## src/rtl/ss_sign_mag_decoder.sv

```systemverilog
// Signed stochastic bitstream to two's-complement decoder, counting over 2^WINDOW_BITS samples.
// Define SS_DEC_CONTINUOUS_EN to make the block free-run after the first START.
module ss_sign_mag_decoder #(
    parameter int WINDOW_BITS = 8
) (
    input  logic                   CLK,
    input  logic                   INIT_N,
    input  logic                   START,
    input  logic                   IN,
    input  logic                   SIGN,
    input  logic                   ACK,
    output logic                   BUSY,
    output logic                   VALID,
    output logic [WINDOW_BITS:0]   VALUE,
    output logic                   SAT,
    output logic                   OVERRUN
);
    // state | meaning
    // IDLE  | waiting for START, result registers hold
    // ACCUM | counting samples of the current window

    localparam int ACC_W = WINDOW_BITS + 2;
    localparam logic [ACC_W-1:0]     ACC_POS_FULL  = ACC_W'(1) << WINDOW_BITS;
    localparam logic [WINDOW_BITS:0] VALUE_POS_MAX = {1'b0, {WINDOW_BITS{1'b1}}};

    typedef enum logic {IDLE, ACCUM} state_t;

    state_t                 state, state_nxt;
    logic [WINDOW_BITS-1:0] cnt;
    logic [ACC_W-1:0]       acc;
    logic [ACC_W-1:0]       step;
    logic [ACC_W-1:0]       acc_sum;
    logic                   win_start;
    logic                   win_last;

    always_ff @(posedge CLK or negedge INIT_N) begin
        if (!INIT_N) state <= IDLE;
        else         state <= state_nxt;
    end

    always_comb begin
        state_nxt = state;
        win_start = 1'b0;
        win_last  = 1'b0;
        case (state)
            IDLE: begin
                if (START) begin
                    state_nxt = ACCUM;
                    win_start = 1'b1;
                end
            end
            ACCUM: begin
                if (cnt == '0) begin
                    win_last = 1'b1;
`ifdef SS_DEC_CONTINUOUS_EN
                    state_nxt = ACCUM;
`else
                    state_nxt = IDLE;
`endif
                end
            end
            default: state_nxt = IDLE;
        endcase
    end

    always_comb begin
        step = '0;
        if (IN) step = SIGN ? '1 : ACC_W'(1);
    end

    assign acc_sum = acc + step;
    assign BUSY    = (state == ACCUM);

    // cnt is a down-counter of remaining samples; zero marks the final sample
    always_ff @(posedge CLK or negedge INIT_N) begin
        if (!INIT_N) begin
            cnt     <= '0;
            acc     <= '0;
            VALID   <= 1'b0;
            VALUE   <= '0;
            SAT     <= 1'b0;
            OVERRUN <= 1'b0;
        end else begin
            if (win_start || win_last) begin
                cnt <= '1;
                acc <= '0;
            end else if (state == ACCUM) begin
                cnt <= cnt - WINDOW_BITS'(1);
                acc <= acc_sum;
            end

            if (win_last) begin
                VALUE <= (acc_sum == ACC_POS_FULL) ? VALUE_POS_MAX : acc_sum[WINDOW_BITS:0];
                SAT   <= (acc_sum == ACC_POS_FULL);
                VALID <= 1'b1;
                if (VALID && !ACK) OVERRUN <= 1'b1;
            end else if (ACK) begin
                VALID <= 1'b0;
            end
        end
    end

endmodule

```

## config.mk

```make
export PLATFORM = sky130hd
export DESIGN_NAME = ss_sign_mag_decoder
export DESIGN_NICKNAME = d
export VERILOG_FILES = /design/src/rtl/ss_sign_mag_decoder.sv
export SDC_FILE = /design/constraint.sdc
export NUM_CORES = 1
export LEC_CHECK = 0
export BUFFER_PORTS_ARGS = -buffer_cell sky130_fd_sc_hd__buf_2
export CAP_MARGIN = 40
export CORE_AREA = 8 8 90 60
export DETAILED_ROUTE_END_ITERATION = 12
export DIE_AREA = 0 0 98 68
export PLACE_DENSITY = 0.68
export SLEW_MARGIN = 10
export SYNTH_ARGS = -nofsm -noshare
export SYNTH_HDL_FRONTEND = slang
export SYNTH_SLANG_ARGS = --single-unit
```

## constraint.sdc

```tcl
create_clock -name CLK -period 5.8 [get_ports CLK]
set_input_delay 1.16 -clock CLK [delete_from_list [all_inputs] [get_ports CLK]]
set_output_delay 1.16 -clock CLK [all_outputs]
set_load 0.05 [all_outputs]
```

======== After elaboration in Yosys (flattened, before gate mapping) ========
Index checks and enable logic that the tools add are counted.
cells by class
  add/sub/neg operators ................... 2
  equal/unequal tests ..................... 1
  muxes and demuxes ....................... 15
  bitwise logic cells ..................... 1
  reductions and logical operators ........ 7
operators by type and width
  cell                   count
  $mux W10               4
  $mux W8                2
  $add A10 B10 Y10       1
  $eq A10 B9 Y1 const B  1
  $mux W9                1
  $logic_not A8 Y1       1
  $sub A8 B1 Y8 const B  1
  $mux W1                7
  $reduce_bool A2 Y1     2
  $pmux W1 S2            1
  $reduce_and A2 Y1      1
  $logic_and A1 B1 Y1    1
  $logic_not A1 Y1       1
  $logic_or A1 B1 Y1     1
  $not A1 Y1             1
word-level totals
  flip-flop bits (word level) ............. 31
  input bits .............................. 6
  output and inout port bits .............. 13
  logic and storage cells ................. 33

======== Logic depth before layout (Yosys ltp) ========
Gate-level depths: netlist (run 1).
  word-level depth ........................ 5
  mapped depth ............................ 11

======== Worst setup path before layout (run 1) ========
Ideal clock, no wire load.
  path kind ............................... input port to flip-flop
  from .................................... input IN
  to ...................................... register VALUE[8]
  arrival ................................. 3171 ps
  required time ........................... 5674 ps
  setup slack ............................. 2503 ps
  stages .................................. 11
  path buffers ............................ 1
  cells stage by stage .................... buf_2 nand2_1 nand2_1 nand2_1 ha_1 nand3b_1 o32ai_1 xor2_1 nor4_1 nand3_1 a221o_1
between the ends
  cells in the longest elaborated chain, start to end .. 4
ends and longest elaborated chain
  item                  RTL line  source
  start, declared       9         input logic IN,
  $mux W10 *            68        if (IN) step = SIGN ? '1 : ACC_W'(1);
  $add A10 B10 Y10 *    71        assign acc_sum = acc + step;
  $eq A10 B9 Y1         93        VALUE <= (acc_sum == ACC_POS_FULL) ? VALUE_POS_MAX : acc_sum[WINDOW_BITS:0];
  $mux W9 *             93
  end signal, assigned  93
  end, declared         14        output logic [WINDOW_BITS:0] VALUE,
Mark *: on every way between the ends. The rest lies on a longest branch, timed or not.
A chain may end at the register's enable or synchronous reset.

======== Final worst setup path (run 1) ========
  from .................................... input IN
  to ...................................... register VALUE[7]
The elaborated chain is that of the path after synthesis.

==> impl_metrics.yaml, run 1 <==
status:
  outcome: "completed"
sta:
  finalSetupTns_ps: 0
  finalHoldViolCount: 0
  drv_slew: 0
  finalSetupViolations: 0
  hold_ws_ps: 488
  fin_skew_ps: 6.83
  max_slew.worst_pin.slew_ps: 811
  post-route-period-util: 0.600
  relSlewSlack: 0.458
  fmax_ghz: 0.287
  min_period_ps: 3480
  rsz0062_at_grt: "false"
routing:
  viasPerCell: 6.21
  ant_nets: 0
  wirelength_um: 4880
  post-route-drc-count: 0
  first_iter_violations: 179
  routed-via-count: 1720
  routedWlPerCell_um: 17.6
  drt_first_pass_iters: 4
final_layout:
  finalInstanceArea_um2: 2140
  final_common_cell: "dfrtp_1"
  stdcell_count: 277
  num_antenna_cells: 0
  fill_cells: 411
  drive_gt1_frac: 0.151
  area.growth.synth_to_final_pct: 9.38
  fin_nets: 233
  final_cell_mix: "dfrtp_1 (31), nand2_1 (28), buf_2 (18)"
setup_path:
  cp.required_ps: 6030
  endpoint_kind: "register"
  cpMostUsedCell: "nand2_1"
  worst_setup_path_start_kind: "primary input"
  slowest_delay_ps: 500
  criticalPathCategory: "in -> reg"
  slowest_stage: "nor4_1"
  crit_chain: "buf_2 > nand2_1 > nand2_1 > nand2_1 > ha_1 > nand3b_1 > o32ai_1 > xor2_1 > nor4_1 > nand4_4 > nand2_1"
  crit_fanout: 11
  arrival_ps: 3700
clock_network:
  cts_buffer_depth: 2
  clock_sink_count: 31
  htree_levels: 2
  cts_setup_buffers: 0
  tritoncts: "yes"
  numCtsBuffers: 5
  cts_hold_buf: 0
  cts_root_buffer: "clkbuf_8"
  path_clk_slew_ps: 70
  clock_latency_ps: 290
  post_cts_resized: 0
global_routing:
  grt_first_pass_wirelength_um: 8200
  grt_max_degree: 32
  antenna_found_initial: 0
  grt_usage: 0.157
  grt-ovfl-total: 0
  grt_pass1_vias: 1587
yosys:
  ys_ff_latch: 31
  ys_types: 57
  synth_top_flop_cell: "dfrtp_1"
  ys_warn_count: 0
  synth.avg_cell_area_um2: 9.20
  seq_area_frac_synth: 0.396
  synth_nets: 222
  syn_area_um2: 1960
  synthArstFlopShare: 1.00
  syn_inst: 213
  synth_edf_count: 0
floorplan:
  rows: 19
  die_x_um: 98
  core-area_um2: 4210
  die_h_um: 68
  start_util: 0.466
  ios: 19
  die_area_um2: 6660
placed_design:
  io_buffer_count: 18
  gp_congestion: 0.952
  postPlaceCellArea_um2: 2050
  post-dp-hpwl_um: 3550
  place_inst: 269
pwr:
  power_density_nw_per_um2: 441
  vdd_drop_max_mv: 0.215
  fin_total_pwr_uw: 946
  leakage_uw: 0.000934
worst_hold_path:
  hp-class: "reg -> reg"
run:
  max_cap_violations: 0
path summary, 6_finish.rpt:
path                       slack, ps  startpoint  endpoint  cells after the start
hold / removal                   490         SAT       SAT                      2
min in group asynchronous        910      INIT_N     VALID                      1
max in group asynchronous       4430      INIT_N    acc[5]                      1
setup reg to reg                2950      acc[1]  VALUE[7]                      9
hold reg to reg                  490         SAT       SAT                      2
setup / recovery                2320          IN  VALUE[7]                     11
critical path, delay by kind of cell:
family / cells / cell delay (ps)
simple gates: 7 / 1420
fa+ha+maj: 1 / 270
compound gates: 1 / 480
buf+inv: 1 / 180
xor+xnor: 1 / 200
flip-flops by register name, indices dropped and copies added (netlist names):
name / count
cnt: 8
acc: 10
OVERRUN: 1
VALID: 1
SAT: 1
VALUE: 9
BUSY: 1
synthesized netlist by cell type (3+ instances only):
cell type  number  area, um^2
a21oi_1         9        45.0
nand4_1         3        18.8
or3_1           3        18.8
nand3b_1        3        22.5
dfrtp_1        31         776
buf_2           6        30.0
nor3_1         11        55.1
nand3_1         7        35.0
mux2i_1         7        70.1
ha_1            3        37.5
nor4_1          5        31.3
a22o_1          5        43.8
inv_1           4        15.0
xnor2_1         5        43.8
clkbuf_1        7        26.3
and3_1          3        18.8
o21ai_0         7        35.0
o21ai_1         6        30.0
nand2_1        28         105
o21a_1          3        22.5
nor2_1          9        33.8
cell type report:
class,count,area (um^2),share of cell area
sequential,31,776,0.362
clock buffer,5,68.8,0.0321
tap,52,65.1,0.0303
clock inverter,3,23.8,0.0111
multi-input combinational,163,1090,0.509
inverter,4,15.0,0.00700
timing repair buffer,19,105,0.0490
layer usage:
layer	global-route usage	vias up	part of all wire
met5	0	-	0
met4	0.0597	0	0.011
met3	0.0386	5	0.086
met2	0.208	67	0.39
met1	0.236	824	0.52
li1	-	824	-
logic make-up after synthesis:
group                      Yosys count  share of synthesized area
AOI/OAI and AO/OA                   62                      0.240
and+or+nand+nor                     84                      0.230
DFF                                 31                      0.396
adders and majority gates            3                     0.0191
xor gates and xnor gates             7                     0.0313
muxes                                7                     0.0357
buffers and inverters               19                     0.0479
power breakdown:
group          internal [uW]  total (uW)  switching [uW]
logic                    152         368             216
clock network           85.6         178            92.1
registers                280         401             121
through the flow:
stage | setup slack, ps | util
6_report | 2320 | 0.510
5_1_grt | 2030 | 0.510
4_1_cts | 2340 | 0.510
3_5_place_dp | 2040 | 0.488
3_3_place_gp | 2140 | 0.484
2_1_floorplan | 2500 | -
(Power assumes the default switching activity.)
==> run 2, diff against run 1 <==
- clock period: 5.8 -> 3.65 ns (I/O delays scaled with it)
==> impl_metrics.yaml, run 2 (same netlist as run 1, synthesis figures left out) <==
status:
  outcome: "completed"
routing:
  drt_first_pass_iters: 5
  routed-via-count: 1751
  viasPerCell: 6.32
  routedWlPerCell_um: 18.0
  first_iter_violations: 161
  wirelength_um: 4980
  ant_nets: 0
  post-route-drc-count: 0
clock_network:
  cts_buffer_depth: 2
  numCtsBuffers: 5
  cts_setup_buffers: 0
  cts_hold_buf: 0
  htree_levels: 2
  path_clk_slew_ps: 70
  post_cts_resized: 0
  tritoncts: "yes"
  cts_root_buffer: "clkbuf_8"
  clock_latency_ps: 290
  clock_sink_count: 31
sta:
  finalHoldViolCount: 0
  finalSetupViolations: 0
  drv_slew: 0
  rsz0062_at_grt: "false"
  max_slew.worst_pin.slew_ps: 861
  relSlewSlack: 0.424
  min_period_ps: 3100
  setup_ws_ps: 555
  post-route-period-util: 0.848
  fmax_ghz: 0.323
  fin_skew_ps: 7.56
  finalSetupTns_ps: 0
placed_design:
  post-dp-hpwl_um: 3600
  postPlaceCellArea_um2: 2040
  place_inst: 269
  io_buffer_count: 18
  place_ws_ps: 328
  gp_congestion: 0.975
final_layout:
  fill_cells: 384
  drive_gt1_frac: 0.147
  stdcell_count: 277
  largest_register: "acc"
  area.growth.synth_to_final_pct: 8.62
  largest_registers: "acc (10), VALUE (9), cnt (8)"
  final_cell_mix: "dfrtp_1 (31), nand2_1 (28), buf_2 (18)"
  fin_nets: 233
  largest_reg_flops: 10
  final_common_cell: "dfrtp_1"
  finalInstanceArea_um2: 2130
  num_antenna_cells: 0
run:
  max_cap_violations: 0
worst_hold_path:
  hp-class: "in -> async"
setup_path:
  r2r-start: "acc[1]"
  worst_setup_path_start_kind: "primary input"
  worstRegToRegCells: 9
  cp.required_ps: 3870
  crit_fanout: 11
  rr_endpoint: "VALUE[2]"
  criticalPathCategory: "in -> reg"
  arrival_ps: 3320
  ff2ff_setup_slack_ps: 760
  endpoint_kind: "register"
pwr:
  leakage_uw: 0.000931
  power_density_nw_per_um2: 703
  fin_total_pwr_uw: 1500
  vdd_drop_max_mv: 0.272
floorplan:
  die_h_um: 68
  ios: 19
  die_x_um: 98
  die_area_um2: 6660
  start_util: 0.466
  rows: 19
  core-area_um2: 4210
global_routing:
  grt_usage: 0.160
  grt-ovfl-total: 0
  grt_pass1_vias: 1609
  grt_max_degree: 32
  antenna_found_initial: 0
  grt_first_pass_wirelength_um: 8310
-- run 2: cell count changes in the layout (fill, tap and decap cells not counted) --
cell and change:
buf_4 +1, clkinvlp_4 -1, buf_8 -1, clkinv_2 +1
clkbuf_1 +1, inv_6 -1
-- run 2: where the power goes --
group | total, uW | switching, uW | internal, uW | leakage [uW]
Combinational | 590 | 347 | 243 | 0.000529
Clock | 269 | 136 | 133 | 0.0000412
Sequential | 637 | 192 | 445 | 0.000361
Total | 1500 | 676 | 821 | 0.000931
-- run 2: routing by layer --
layer  up-vias  track usage  share of wire
met1       830        0.242           0.53
met3         9       0.0569           0.10
li1        820            -              -
met5         -            0              0
met2        92        0.195           0.35
met4         0       0.0597          0.014
-- run 2: cell type report --
type	count	area [um^2]	area share
Clock inverter	2	12.5	0.00588
Inverter	4	15.0	0.00705
Clock buffer	6	72.6	0.0341
Multi-Input combinational cell	163	1090	0.512
Tap cell	52	65.1	0.0306
Sequential cell	31	776	0.364
Timing Repair Buffer	19	97.6	0.0458
-- run 2: worst max path at each step --
stage	from	endpoint	slack (ps)	cells after the start
CTS	IN	VALUE[2]	630	11
floorplan	IN	VALUE[8]	780	11
global placement	SIGN	VALUE[2]	470	11
detailed placement	IN	VALUE[2]	330	11
finish	IN	VALUE[2]	550	11
global route	IN	VALUE[2]	240	11
-- run 2: critical path, stage by stage --
cell and delay (ps):
buf_2 180, nand2_1 210, nand2_1 120, nand2_1 60
ha_1 270, nand3b_1 190, o32ai_1 490, xor2_1 220
nor4_1 500, nand4_4 220, nand2_1 130
-- run 2: stage by stage --
stage          hold WS, ps  utilization
4_1_cts                481        0.506
3_5_place_dp           459        0.486
5_1_grt                531        0.506
2_1_floorplan          434            -
6_report               480        0.506
3_3_place_gp           459        0.486
